$ cat config.mk
export PLATFORM = sky130hd
export DESIGN_NAME = decode_queue_flat
export DESIGN_NICKNAME = d
export VERILOG_FILES = /design/src/rtl/decode_queue_if.sv /design/src/rtl/decode_queue.sv /design/src/flat_wrapper.sv
export SDC_FILE = /design/constraint.sdc
export NUM_CORES = 1
export LEC_CHECK = 0
export BUFFER_PORTS_ARGS = -buffer_cell sky130_fd_sc_hd__buf_2
export CORE_ASPECT_RATIO = 1.25
export CORE_MARGIN = 10
export CORE_UTILIZATION = 50
export CTS_BUF_LIST = sky130_fd_sc_hd__clkbuf_4 sky130_fd_sc_hd__clkbuf_8 sky130_fd_sc_hd__clkbuf_16
export DETAILED_ROUTE_END_ITERATION = 10
export PLACE_DENSITY = 0.78
export SLEW_MARGIN = 20
export SYNTH_ARGS = -nofsm -noshare
export SYNTH_HDL_FRONTEND = slang
export SYNTH_SLANG_ARGS = --single-unit
$ cat constraint.sdc
create_clock -name clk -period 3.55 [get_ports clk]
set_input_delay 0.1775 -clock clk [delete_from_list [all_inputs] [get_ports clk]]
set_output_delay 0.1775 -clock clk [all_outputs]
set_load 0.005 [all_outputs]
$ cat src/rtl/decode_queue_if.sv
`default_nettype none
// ---------------------------------------------------------------------------
// decode_queue_if : fetch-side and dispatch-side bus of the decode queue
// Revision 1.0
// ---------------------------------------------------------------------------
interface decode_queue_if #(
  parameter int PC_W  = 32,
  parameter int CNT_W = 2
);
  logic [31:0]      instruction;
  logic [PC_W-1:0]  PC_in;
  logic             valid_in;
  logic             ready_in;
  logic             valid_out;
  logic             ready_out;
  logic [PC_W-1:0]  PC_out;
  logic [4:0]       rs1;
  logic [4:0]       rs2;
  logic [4:0]       rd;
  logic [31:0]      imm;
  logic [2:0]       ALUOp;
  logic [6:0]       Opcode;
  logic [2:0]       func3;
  logic [6:0]       func7;
  logic             illegal;
  logic [CNT_W-1:0] count;

  modport slave (
    input  instruction, PC_in, valid_in, ready_out,
    output ready_in, valid_out, PC_out, rs1, rs2, rd, imm,
           ALUOp, Opcode, func3, func7, illegal, count
  );

  modport master (
    output instruction, PC_in, valid_in, ready_out,
    input  ready_in, valid_out, PC_out, rs1, rs2, rd, imm,
           ALUOp, Opcode, func3, func7, illegal, count
  );
endinterface
`default_nettype wire

$ cat src/rtl/decode_queue.sv
`default_nettype none
// ---------------------------------------------------------------------------
// decode_queue : RV32 instruction decoder feeding a DEPTH-entry decoded FIFO
// Revision 1.0
// ---------------------------------------------------------------------------
module decode_queue #(
  parameter int DEPTH = 2,
  parameter int PC_W  = 32,
  parameter int CNT_W = $clog2(DEPTH + 1)
) (
  input  wire logic      clk,
  input  wire logic      reset,
  input  wire logic      flush,
  decode_queue_if.slave  bus
);
  localparam int c_PTR_W = $clog2(DEPTH);
  localparam int c_ENT_W = PC_W + 5 + 5 + 5 + 32 + 3 + 7 + 3 + 7 + 1;

  logic [c_PTR_W-1:0] r_wptr;
  logic [c_PTR_W-1:0] r_rptr;
  logic [CNT_W-1:0]   r_count;
  logic [c_ENT_W-1:0] r_mem [DEPTH];

  logic [4:0]         w_rs1, w_rs2, w_rd;
  logic [31:0]        w_imm;
  logic [2:0]         w_aluop, w_func3;
  logic [6:0]         w_func7;
  logic               w_illegal;
  logic               w_push, w_pop, w_valid_out;
  logic [c_ENT_W-1:0] w_entry, w_head;

  wire logic [31:0] w_ins = bus.instruction;
  wire logic [31:0] w_imm_i = {{20{w_ins[31]}}, w_ins[31:20]};
  wire logic [31:0] w_imm_s = {{20{w_ins[31]}}, w_ins[31:25], w_ins[11:7]};
  wire logic [31:0] w_imm_b = {{19{w_ins[31]}}, w_ins[31], w_ins[7],
                               w_ins[30:25], w_ins[11:8], 1'b0};
  wire logic [31:0] w_imm_u = {w_ins[31:12], 12'b0};

  // Unused fields of each format stay at their zero defaults.
  always_comb begin
    w_rs1     = '0;
    w_rs2     = '0;
    w_rd      = '0;
    w_imm     = '0;
    w_aluop   = 3'b111;
    w_func3   = '0;
    w_func7   = '0;
    w_illegal = 1'b0;
    case (w_ins[6:0])
      7'b0010011: begin
        w_aluop = 3'b000; w_rs1 = w_ins[19:15]; w_rd = w_ins[11:7];
        w_imm = w_imm_i; w_func3 = w_ins[14:12];
      end
      7'b0110111: begin
        w_aluop = 3'b101; w_rd = w_ins[11:7]; w_imm = w_imm_u;
      end
      7'b0110011: begin
        w_aluop = 3'b001; w_rs1 = w_ins[19:15]; w_rs2 = w_ins[24:20];
        w_rd = w_ins[11:7]; w_func3 = w_ins[14:12]; w_func7 = w_ins[31:25];
      end
      7'b0000011: begin
        w_aluop = 3'b010; w_rs1 = w_ins[19:15]; w_rd = w_ins[11:7];
        w_imm = w_imm_i; w_func3 = w_ins[14:12];
      end
      7'b0100011: begin
        w_aluop = 3'b011; w_rs1 = w_ins[19:15]; w_rs2 = w_ins[24:20];
        w_imm = w_imm_s; w_func3 = w_ins[14:12];
      end
      7'b1100011: begin
        w_aluop = 3'b100; w_rs1 = w_ins[19:15]; w_rs2 = w_ins[24:20];
        w_imm = w_imm_b; w_func3 = w_ins[14:12];
      end
      7'b1100111: begin
        w_aluop = 3'b110; w_rs1 = w_ins[19:15]; w_rd = w_ins[11:7];
        w_imm = w_imm_i; w_func3 = w_ins[14:12];
      end
      default: w_illegal = 1'b1;
    endcase
  end

  assign w_entry = {bus.PC_in, w_rs1, w_rs2, w_rd, w_imm, w_aluop,
                    w_ins[6:0], w_func3, w_func7, w_illegal};

  assign w_valid_out  = (r_count != '0);
  assign bus.ready_in = (r_count != CNT_W'(DEPTH));
  assign w_push       = bus.valid_in & bus.ready_in;
  assign w_pop        = w_valid_out & bus.ready_out;

  always_ff @(posedge clk) begin
    if (w_push) begin
      r_mem[r_wptr] <= w_entry;
    end
  end

  // Reset takes priority over flush; both discard any same-cycle push/pop.
  always_ff @(posedge clk) begin
    if (!reset || flush) begin
      r_wptr  <= '0;
      r_rptr  <= '0;
      r_count <= '0;
    end else begin
      if (w_push) r_wptr <= r_wptr + c_PTR_W'(1);
      if (w_pop)  r_rptr <= r_rptr + c_PTR_W'(1);
      case ({w_push, w_pop})
        2'b10:   r_count <= r_count + CNT_W'(1);
        2'b01:   r_count <= r_count - CNT_W'(1);
        default: r_count <= r_count;
      endcase
    end
  end

  assign w_head        = w_valid_out ? r_mem[r_rptr] : '0;
  assign bus.valid_out = w_valid_out;
  assign bus.count     = r_count;
  assign {bus.PC_out, bus.rs1, bus.rs2, bus.rd, bus.imm, bus.ALUOp,
          bus.Opcode, bus.func3, bus.func7, bus.illegal} = w_head;
endmodule
`default_nettype wire
$ cat src/flat_wrapper.sv
// flat-port wrapper written by rule: the top's interface ports become plain ports
module decode_queue_flat 
#(
  parameter int DEPTH = 2,
  parameter int PC_W  = 32,
  parameter int CNT_W = $clog2(DEPTH + 1)
)
  (clk, reset, flush, bus_instruction, bus_PC_in, bus_valid_in, bus_ready_out, bus_ready_in, bus_valid_out, bus_PC_out, bus_rs1, bus_rs2, bus_rd, bus_imm, bus_ALUOp, bus_Opcode, bus_func3, bus_func7, bus_illegal, bus_count);
  decode_queue_if #(.PC_W(PC_W), .CNT_W(CNT_W)) bus_i ();
  input  wire logic clk;
  input  wire logic reset;
  input  wire logic flush;
  input wire logic [$bits(bus_i.instruction)-1:0] bus_instruction;
  input wire logic [$bits(bus_i.PC_in)-1:0] bus_PC_in;
  input wire logic [$bits(bus_i.valid_in)-1:0] bus_valid_in;
  input wire logic [$bits(bus_i.ready_out)-1:0] bus_ready_out;
  output wire logic [$bits(bus_i.ready_in)-1:0] bus_ready_in;
  output wire logic [$bits(bus_i.valid_out)-1:0] bus_valid_out;
  output wire logic [$bits(bus_i.PC_out)-1:0] bus_PC_out;
  output wire logic [$bits(bus_i.rs1)-1:0] bus_rs1;
  output wire logic [$bits(bus_i.rs2)-1:0] bus_rs2;
  output wire logic [$bits(bus_i.rd)-1:0] bus_rd;
  output wire logic [$bits(bus_i.imm)-1:0] bus_imm;
  output wire logic [$bits(bus_i.ALUOp)-1:0] bus_ALUOp;
  output wire logic [$bits(bus_i.Opcode)-1:0] bus_Opcode;
  output wire logic [$bits(bus_i.func3)-1:0] bus_func3;
  output wire logic [$bits(bus_i.func7)-1:0] bus_func7;
  output wire logic [$bits(bus_i.illegal)-1:0] bus_illegal;
  output wire logic [$bits(bus_i.count)-1:0] bus_count;
  assign bus_i.instruction = bus_instruction;
  assign bus_i.PC_in = bus_PC_in;
  assign bus_i.valid_in = bus_valid_in;
  assign bus_i.ready_out = bus_ready_out;
  assign bus_ready_in = bus_i.ready_in;
  assign bus_valid_out = bus_i.valid_out;
  assign bus_PC_out = bus_i.PC_out;
  assign bus_rs1 = bus_i.rs1;
  assign bus_rs2 = bus_i.rs2;
  assign bus_rd = bus_i.rd;
  assign bus_imm = bus_i.imm;
  assign bus_ALUOp = bus_i.ALUOp;
  assign bus_Opcode = bus_i.Opcode;
  assign bus_func3 = bus_i.func3;
  assign bus_func7 = bus_i.func7;
  assign bus_illegal = bus_i.illegal;
  assign bus_count = bus_i.count;
  decode_queue #(.DEPTH(DEPTH), .PC_W(PC_W), .CNT_W(CNT_W)) u_core (.clk(clk), .reset(reset), .flush(flush), .bus(bus_i));
endmodule
==> impl_results.md, run 1 <==
* Status: finished clean
* Placer congestion estimate at 0.861
* Initial antenna violation count at 0
* Starting DRT DRC Count at 249
* Diode count at 0
* DRT Pass-1 Iters at 5
* RSZ-0062 raised after global routing: false
* Setup Fix Bufs, Post-CTS at 0
* Initial core utilization at 0.509
* Vias in the first global route at 5634
* I/O Buffers at 172
* CP startpoint kind: register
* Sequential cell area at 6110 um2
* Ys async rst share at 0
* GRT Residual Overflow at 0
* Worst Path Required at 3370 ps
* Hold/Removal Path Class: input pin to register
* YS warnings at 0
* Die Y at 166 um
* EDFF count, synth at 200
* Setup TNS at 0 ps
* Area grow syn2layout at 24.0%
* Final WL at 19.2 mm
* Area of the multi-input gates at 2230 um2
* CTS H-tree depth at 1
* Max Slew Vio Count at 0
* GRT Resource Usage Total at 0.162
* Post-Syn Area per Cell at 14.8 um2
* Tcrit/Tclk final at 0.704
* # rows at 53
* Yosys reg bits at 205
* Clock Skew at 10.9 ps
* Vias at 5274
* Post-cts sizing count at 0
* Vias per cell at 5.21
* Cell area after synthesis at 8540 um2
* Sequential fraction of the synthesis area at 0.715
* P_leak at 4.04 nW
* Post-route minimum period at 2500 ps
* First-pass GRT wire length at 29.6 mm
* Power density over cell area at 499 nW/um2
* Filler cell count at 1257
* Post-CTS Hold Buffers at 35
* I/O pin count at 173
* Fin nets at 850
* Post-Syn Instances at 579
* Slew @ Worst Pin at 1020 ps
* CTS tree: done
* Setup CP Type: register to output pin
* Die X at 137 um
* Deepest clock path buffer count at 3
* Total CTS buffers at 20
* FMAX at 400 MHz
* Final setup violation count at 0
* Pin count of the biggest net entering global routing at 102
* CP Max Fanout at 66
* # clock sinks at 205
* Core area at 16800 um2
* DR WL/cell at 19.0 um
* Mapped Nets at 649
* Hold Fails Final Rpt at 0
* Skew-Pair Late Insertion Delay at 480 ps
* Dpl hpwl at 12.8 mm
* Top FF cell, synth: edfxtp_1
* DRC at 0
* Die area at 22800 um2
* Slew headroom at 0.317
* Post-layout util at 0.631
* Max VDD drop at 0.000363 V
* Antenna viol nets, final at 0
* Root buf cell: clkbuf_16
* Yosys cell types at 42
* Layout cells sized above 1 at 0.284
* Worst-path clk slew at 60 ps
* Worst path arrival time at 2320 ps
* Max Cap Viol at 0
* Nature of the critical path endpoint: output pin
## report_power, final
part / leakage [nW] / internal (W) / switching, W
registers: 2.03 / 0.00275 / 0.0000296
clock network: 0.327 / 0.00126 / 0.000815
logic: 1.69 / 0.000173 / 0.000251
total: 4.04 / 0.00419 / 0.00110
## through the flow
| stage | cells | instance area, um2 | hold WS [ps] | worst slack [ps] | power [W] |
|---|---|---|---|---|---|
| CTS | 1012 | 10600 | 11.8 | 1030 | 0.00533 |
| finish | 1012 | 10600 | 25.3 | 1050 | 0.00528 |
| global route | 1012 | 10600 | 18.8 | 916 | 0.00547 |
| global placement | 943 | 9590 | 367 | 1540 | 0.00321 |
| floorplan | 579 | 8540 | 276 | 60.1 | 0.00305 |
| detailed placement | 943 | 9590 | 371 | 1440 | 0.00323 |
## synth_stat cells, types with 2 or more instances
| cell type | n | area share |
|---|---|---|
| edfxtp_1 | 200 | 0.70 |
| xnor2_1 | 2 | 0.0021 |
| and2_1 | 26 | 0.019 |
| xor2_1 | 2 | 0.0021 |
| a21oi_1 | 22 | 0.013 |
| or2_2 | 2 | 0.0015 |
| o21ai_0 | 4 | 0.0023 |
| inv_1 | 10 | 0.0044 |
| nand2b_1 | 5 | 0.0037 |
| buf_6 | 3 | 0.0040 |
| mux2i_1 | 100 | 0.12 |
| and3_1 | 2 | 0.0015 |
| a22o_1 | 4 | 0.0041 |
| nand3b_1 | 3 | 0.0026 |
| dfxtp_1 | 5 | 0.012 |
| buf_2 | 21 | 0.012 |
| or3_1 | 2 | 0.0015 |
| buf_4 | 3 | 0.0026 |
| a21oi_2 | 2 | 0.0021 |
| nand2_1 | 26 | 0.011 |
| nor2_1 | 110 | 0.048 |
| clkbuf_1 | 5 | 0.0022 |
## placed cells by master, fill, tap and decap left out, types with 9 or more instances in the layout
cell type,netlist,final
edfxtp_1,200,200
buf_2,21,172
nor2_1,110,109
mux2i_1,100,100
dlygate4sd3_1,0,35
nand2_1,26,26
and2_1,26,26
a21oi_1,22,22
clkbuf_16,0,21
inv_1,10,9
## critical path: stages (launching register included)
cell and delay (ps):
dfxtp_4 740, buf_12 460, mux2i_1 320, nor2_1 80, buf_2 180
## state kept, by name (all words and copies together), names as in the netlist, named ones only
signal / cells
u_core.r_rptr: 1
u_core.r_wptr: 1
u_core.r_mem: 200
u_core.bus.count: 2
## logic make-up (layout without fill, tap and decap cells)
group | Yosys count | after routing | synth area share
flip-flops | 205 | 205 | 0.715
AND/OR/NAND/NOR | 185 | 185 | 0.102
multiplexers | 101 | 101 | 0.120
buffers and inverters | 43 | 256 | 0.0259
AO/OA/AOI/OAI | 40 | 40 | 0.0321
XOR/XNOR | 4 | 4 | 0.00410
adder cells (fa/ha/maj) | 1 | 1 | 0.00146
## cell type report
class                      instances  share of cell area
sequential                       205               0.577
multi-input combinational        331               0.211
timing repair buffer             211               0.121
clock buffer                      26              0.0532
tap                              220              0.0260
clock inverter                     8             0.00862
inverter                          11             0.00413
## path summary, 6_finish.rpt
kind	endpoint	slack, ps	from	depth (start not counted)
hold / removal	u_core.r_wptr	30	reset	3
hold reg to reg	register	540	u_core.r_rptr	2
setup reg to reg	u_core.r_mem[0][56]	1450	u_core.bus.count[0]	4
setup / recovery	bus_Opcode[6]	1050	register	4
## per-layer routing
layer  wire length, um  part of all wire  vias to the layer above  GRT usage
li1                  -                 -                     2498          -
met1              7420              0.39                     2534      0.195
met2              9910              0.52                      208      0.281
met3              1450             0.075                       34     0.0381
met4               443             0.023                        0     0.0450
met5                 0                 0                        -          0
(Power assumes the default switching activity.)
==> run 2, diff against run 1 <==
Settings changed: CORE_UTILIZATION 50 to 55, PLACE_DENSITY 0.78 to 0.81.
Clock period 3.55 ns to 2.6 ns, I/O delays scaled along.
==> impl_results.md, run 2 (same netlist as run 1, synthesis figures left out) <==
* Worst path arrival time at 1980 ps (-340 ps)
* DRC at 0 (unchanged)
* Starting DRT DRC Count at 420 (+69%)
* Vias per cell at 5.35 (+2.7%)
* Family with the most delay on the worst path: flip-flops
* CP Max Fanout at 23 (-65%)
* Hold/Removal Path Class: input pin to register
* Core area at 15100 um2 (-9.8%)
* Max Cap Viol at 0 (unchanged)
* Initial core utilization at 0.564 (+0.0551)
* Most common cell after layout, fill and taps aside: edfxtp_1
* Critical-path cell list: buf_4, mux2i_1, nor2_1, buf_2
* Tcrit/Tclk final at 0.812
* Vias in the first global route at 5748 (+2.0%)
* Root buf cell: clkbuf_16
* Crit-path max cell delay at 610 ps (-130 ps)
* Largest reg by FF count: u_core.r_mem
* Most frequent cells in the layout: edfxtp_1, buf_2, nor2_1, mux2i_1, dlygate4sd3_1
* Dpl hpwl at 12.6 mm (-1.0%)
* Status: finished clean
* Total CTS buffers at 20 (unchanged)
* Pin count of the biggest net entering global routing at 102 (unchanged)
* Die Y at 159 um (-4.1%)
* CP startpoint kind: register
* P_leak at 4.14 nW (+2.4%)
* Skew-Pair Late Insertion Delay at 490 ps (about the same)
* FMAX at 473 MHz
* Area grow syn2layout at 26.5%
* Slew headroom at 0.463 (+0.146)
* Max reg flops at 200 (unchanged)
* Vias at 5464 (+3.6%)
* Crit-path slowest cell: dfxtp_4
* Slew @ Worst Pin at 805 ps (-220 ps)
* Hold Fails Final Rpt at 0 (unchanged)
* Post-route minimum period at 2110 ps
* Setup CP Type: register to output pin
* Diode count at 0 (unchanged)
* Setup Fix Bufs, Post-CTS at 0 (unchanged)
* CTS tree: done
* Worst Path Buf+Inv at 2 (unchanged)
* GRT Resource Usage Total at 0.183 (+0.0205)
* Die area at 21000 um2 (-7.9%)
* Die X at 131 um (-4.0%)
* Setup TNS at 0 ps (unchanged)
* I/O pin count at 173 (unchanged)
* Fin nets at 869 (+2.2%)
* Max VDD drop at 0.000595 V (+64%)
* Placer congestion estimate at 0.820 (-4.8%)
* RSZ-0062 raised after global routing: false
* Power density over cell area at 676 nW/um2 (+36%)
* Nature of the critical path endpoint: output pin
* First-pass GRT wire length at 31.3 mm (+5.9%)
* Dpl cells at 935 (-0.85%)
* Worst-path clk slew at 60 ps (about the same)
* Clock Skew at 14.2 ps (+3.21 ps)
* DRT Pass-1 Iters at 5 (unchanged)
* CTS H-tree depth at 1 (unchanged)
* GRT Residual Overflow at 0 (unchanged)
* # rows at 50 (-5.7%)
* Max Slew Vio Count at 0 (unchanged)
* Final WL at 20.0 mm (+4.2%)
* Final setup violation count at 0 (unchanged)
* Antenna viol nets, final at 0 (unchanged)
* Fin Hold WS at 21.8 ps (-3.46 ps)
* Post-Layout Cell Count at 1021 (+0.89%)
* Initial antenna violation count at 0 (unchanged)
* I/O Buffers at 172 (unchanged)
* Layout cells sized above 1 at 0.284 (about the same)
* Deepest clock path buffer count at 3 (unchanged)
* # clock sinks at 205 (unchanged)
* Worst Path Required at 2470 ps (-900 ps)
* DR WL/cell at 19.6 um (+3.3%)
run 2: power breakdown:
group	internal [W]	total, W	switching, W
clock	0.00175	0.00290	0.00115
sequential	0.00375	0.00379	0.0000385
combinational	0.000257	0.000614	0.000357
run 2: cell type report:
class	instances	area, um2
clock buffers	26	569
clock inverters	10	108
fillers	1003	4330
inverters	11	45.0
multi-input cells	331	2230
flip-flops and latches	205	6110
well taps	208	260
repair buffers	230	1480
run 2: per-layer routing:
layer	vias to the layer above	GRT usage	part of all wire
li1	2546	-	-
met4	0	0.0522	0.021
met2	240	0.313	0.50
met5	-	0	0
met3	36	0.0463	0.081
met1	2642	0.223	0.40
run 2: worst paths after layout:
kind / depth (start not counted) / from / end / slack [ps]
setup / recovery: 4 / register / bus_rs1[0] / 490
hold reg to reg: 2 / u_core.r_rptr / u_core.r_rptr / 500
hold / removal: 3 / flush / u_core.bus.count[1] / 20
setup reg to reg: 3 / u_core.bus.count[0] / u_core.r_mem[1][22] / 760
run 2: timing repair:
| item | in CTS | in global routing |
|---|---|---|
| setup endpoints to repair | 0 | 0 |
| hold buffers | 50 | 0 |
| endpoints found under the hold margin | 107 | 0 |
| resized for setup | 0 | 0 |
run 2: per-stage QoR:
stage / instance area (um2) / utilization / worst slack [ps] / total power (W)
2_1_floorplan: 8550 / - / 0.0291 / 0.00416
3_3_place_gp: 9630 / 0.636 / 826 / 0.00439
3_5_place_dp: 9630 / 0.636 / 752 / 0.00441
4_1_cts: 10800 / 0.714 / 437 / 0.00738
5_1_grt: 10800 / 0.714 / 364 / 0.00755
6_report: 10800 / 0.714 / 488 / 0.00731
run 2: worst reg2reg max path, delay by kind of cell (launching register included):
family,cells,cell delay (ps)
simple gates,2,740
flops,1,470
buf+inv,1,310
==> run 3, diff against run 2 <==
Settings changed: ABC_AREA set to 1.
Clock period 2.6 ns to 2.08 ns, I/O delays scaled along.
==> impl_results.md, run 3 <==
* Status: finished clean
* Die Y at 160 um (+0.40%)
* Power, Total at 0.00899 W (+23%)
* # rows at 51 (+2.0%)
* DRT Pass-1 Iters at 7 (+2)
* GRT Residual Overflow at 0 (unchanged)
* Slew @ Worst Pin at 519 ps (-286 ps)
* Final setup violation count at 0 (unchanged)
* Setup TNS at 0 ps (unchanged)
* Die X at 132 um (+0.39%)
* Met2 usage at 0.377 (+0.0635)
* Sequential fraction of the synthesis area at 0.708 (-0.00653)
* Max Slew Vio Count at 0 (unchanged)
* Fin Hold WS at 16.2 ps (-5.65 ps)
* Skew-Pair Late Insertion Delay at 490 ps (about the same)
* Setup CP Type: register to output pin
* I/O Buffers at 172 (unchanged)
* Mapped Nets at 849 (+31%)
* YS warnings at 0 (unchanged)
* Deepest clock path buffer count at 3 (unchanged)
* Hold/Removal Path Class: input pin to register
* Yosys top cell by area: edfxtp_1
* CP Max Fanout at 32 (+39%)
* Die area at 21100 um2 (+0.79%)
* Largest reg by FF count: u_core.r_mem
* P_leak at 4.75 nW (+15%)
* Power density over cell area at 811 nW/um2 (+20%)
* Root buf cell: clkbuf_16
* DR WL/cell at 18.8 um (-4.3%)
* Routing usage on met1 at 0.243 (+0.0202)
* Initial antenna violation count at 2 (+2)
* I/O pin count at 173 (unchanged)
* Hold Fails Final Rpt at 0 (unchanged)
* Max VDD drop at 0.000778 V (+31%)
* CTS tree: done
* Worst Path Required at 1980 ps (-490 ps)
* Placer congestion estimate at 0.854 (+4.1%)
* Vias at 6550 (+20%)
* Slew headroom at 0.654 (+0.191)
* Ys async rst share at 0 (unchanged)
* Yosys reg bits at 205 (unchanged)
* GRT Resource Usage Total at 0.212 (+0.0295)
* Synth cell count leaders: nand2_1, edfxtp_1, a21oi_1
* # clock sinks at 205 (unchanged)
* RSZ-0062 raised after global routing: false
* Vias in the first global route at 6699 (+17%)
* Most numerous cell in the Yosys netlist: nand2_1
* Final WS setup at 87.5 ps (-401 ps)
* Post-Syn Instances at 779 (+35%)
* Tcrit/Tclk final at 0.958
* Fin nets at 1080 (+24%)
* Layout cells sized above 1 at 0.247 (-0.0371)
* M3 GR Usage at 0.0546 (+0.00827)
* Total CTS buffers at 20 (unchanged)
* Post-route minimum period at 1990 ps
* Top FF cell, synth: edfxtp_1
* Yosys top cell area share at 0.696 (-0.00643)
* Antenna viol nets, final at 0 (unchanged)
* Clock Skew at 7.66 ps (-6.50 ps)
* DRC at 0 (unchanged)
* Max Cap Viol at 0 (unchanged)
* Most frequent cells in the layout: nand2_1, edfxtp_1, buf_2, a21oi_1, dlygate4sd3_1
* Core area at 15500 um2 (+2.4%)
* FMAX at 502 MHz
* Starting DRT DRC Count at 510 (+21%)
* Dpl hpwl at 14.3 mm (+13%)
* Grt peak-use layer: met2
* CP startpoint kind: register
* Nature of the critical path endpoint: output pin
* EDFF count, synth at 200 (unchanged)
* CTS H-tree depth at 1 (unchanged)
* Worst path arrival time at 1890 ps (-90 ps)
* Post-Syn Area per Cell at 11.1 um2 (-25%)
* Setup WS pre-CTS at 198 ps (-554 ps)
* Pin count of the biggest net entering global routing at 102 (unchanged)
* Final WL at 23.2 mm (+16%)
* Yosys cell types at 21 (-50%)
* Vias per cell at 5.31 (-0.82%)
* Cell area after synthesis at 8620 um2 (+0.92%)
* Most common cell after layout, fill and taps aside: nand2_1
* Max reg flops at 200 (unchanged)
* First-pass GRT wire length at 36.2 mm (+15%)
* Initial core utilization at 0.556 (-0.00826)
* Area grow syn2layout at 28.5%
* Worst-path clk slew at 60 ps (about the same)
* Synth area leaders: edfxtp_1, nand2_1, a21oi_1
==> run 3: final timing paths <==
path / startpoint / to / slack, ps / cells after the start
worst max-delay path: register / bus_PC_out[16] / 90 / 5
worst min-delay path: bus_instruction[7] / u_core.r_mem[1][32] / 20 / 3
worst max register to register: u_core.bus.count[1] / u_core.bus.count[1] / 430 / 9
worst min register to register: u_core.r_rptr / register / 480 / 1
==> run 3: repair_timing <==
item / in CTS / in global routing
cloned: 0 / 1
endpoints found under the setup margin: 24 / 47
pin swaps: 0 / 1
hold endpoints to repair: 120 / 0
buffers inserted: 1 / 0
resized for setup: 0 / 2
hold buffers: 59 / 0
==> run 3: stage by stage <==
stage / cell area (um2) / cells / util
6_report: 11100 / 1234 / 0.715
5_1_grt: 11100 / 1232 / 0.714
4_1_cts: 11100 / 1231 / 0.713
3_5_place_dp: 9820 / 1139 / 0.633
3_3_place_gp: 9820 / 1139 / 0.633
2_1_floorplan: 8660 / 779 / -
==> run 3: worst max-delay path, stage by stage (launching register included) <==
cell	delay [ps]
dfxtp_4	450
clkinv_2	110
buf_4	330
nand2_1	130
a21oi_1	210
buf_2	160
==> run 3: metal layers <==
layer	share of wire	vias up
met4	0.025	0
met5	0	-
met1	0.37	3105
met3	0.088	44
li1	-	3091
met2	0.51	310
==> run 3: kinds of logic after synthesis <==
family          count (synthesis)  synth area share
compound gates                112            0.0650
flops                         205             0.708
simple gates                  356             0.173
buf+inv                       104            0.0514
fa+ha+maj                       1           0.00145
xor+xnor                        1           0.00102
==> run 3: layout make-up <==
cell class | count | area, um2
Sequential cell | 205 | 6110
Fill cell | 1073 | 4420
Multi-Input combinational cell | 471 | 2120
Timing Repair Buffer | 250 | 1710
Clock buffer | 25 | 556
Tap cell | 212 | 265
Inverter | 62 | 234
Clock inverter | 7 | 81.3
Antenna cell | 2 | 5.00
==> run 3: where the power goes <==
group / total, W / internal [W] / switching (W)
Sequential: 0.00476 / 0.00471 / 0.0000503
Combinational: 0.000728 / 0.000294 / 0.000434
Clock: 0.00350 / 0.00212 / 0.00138
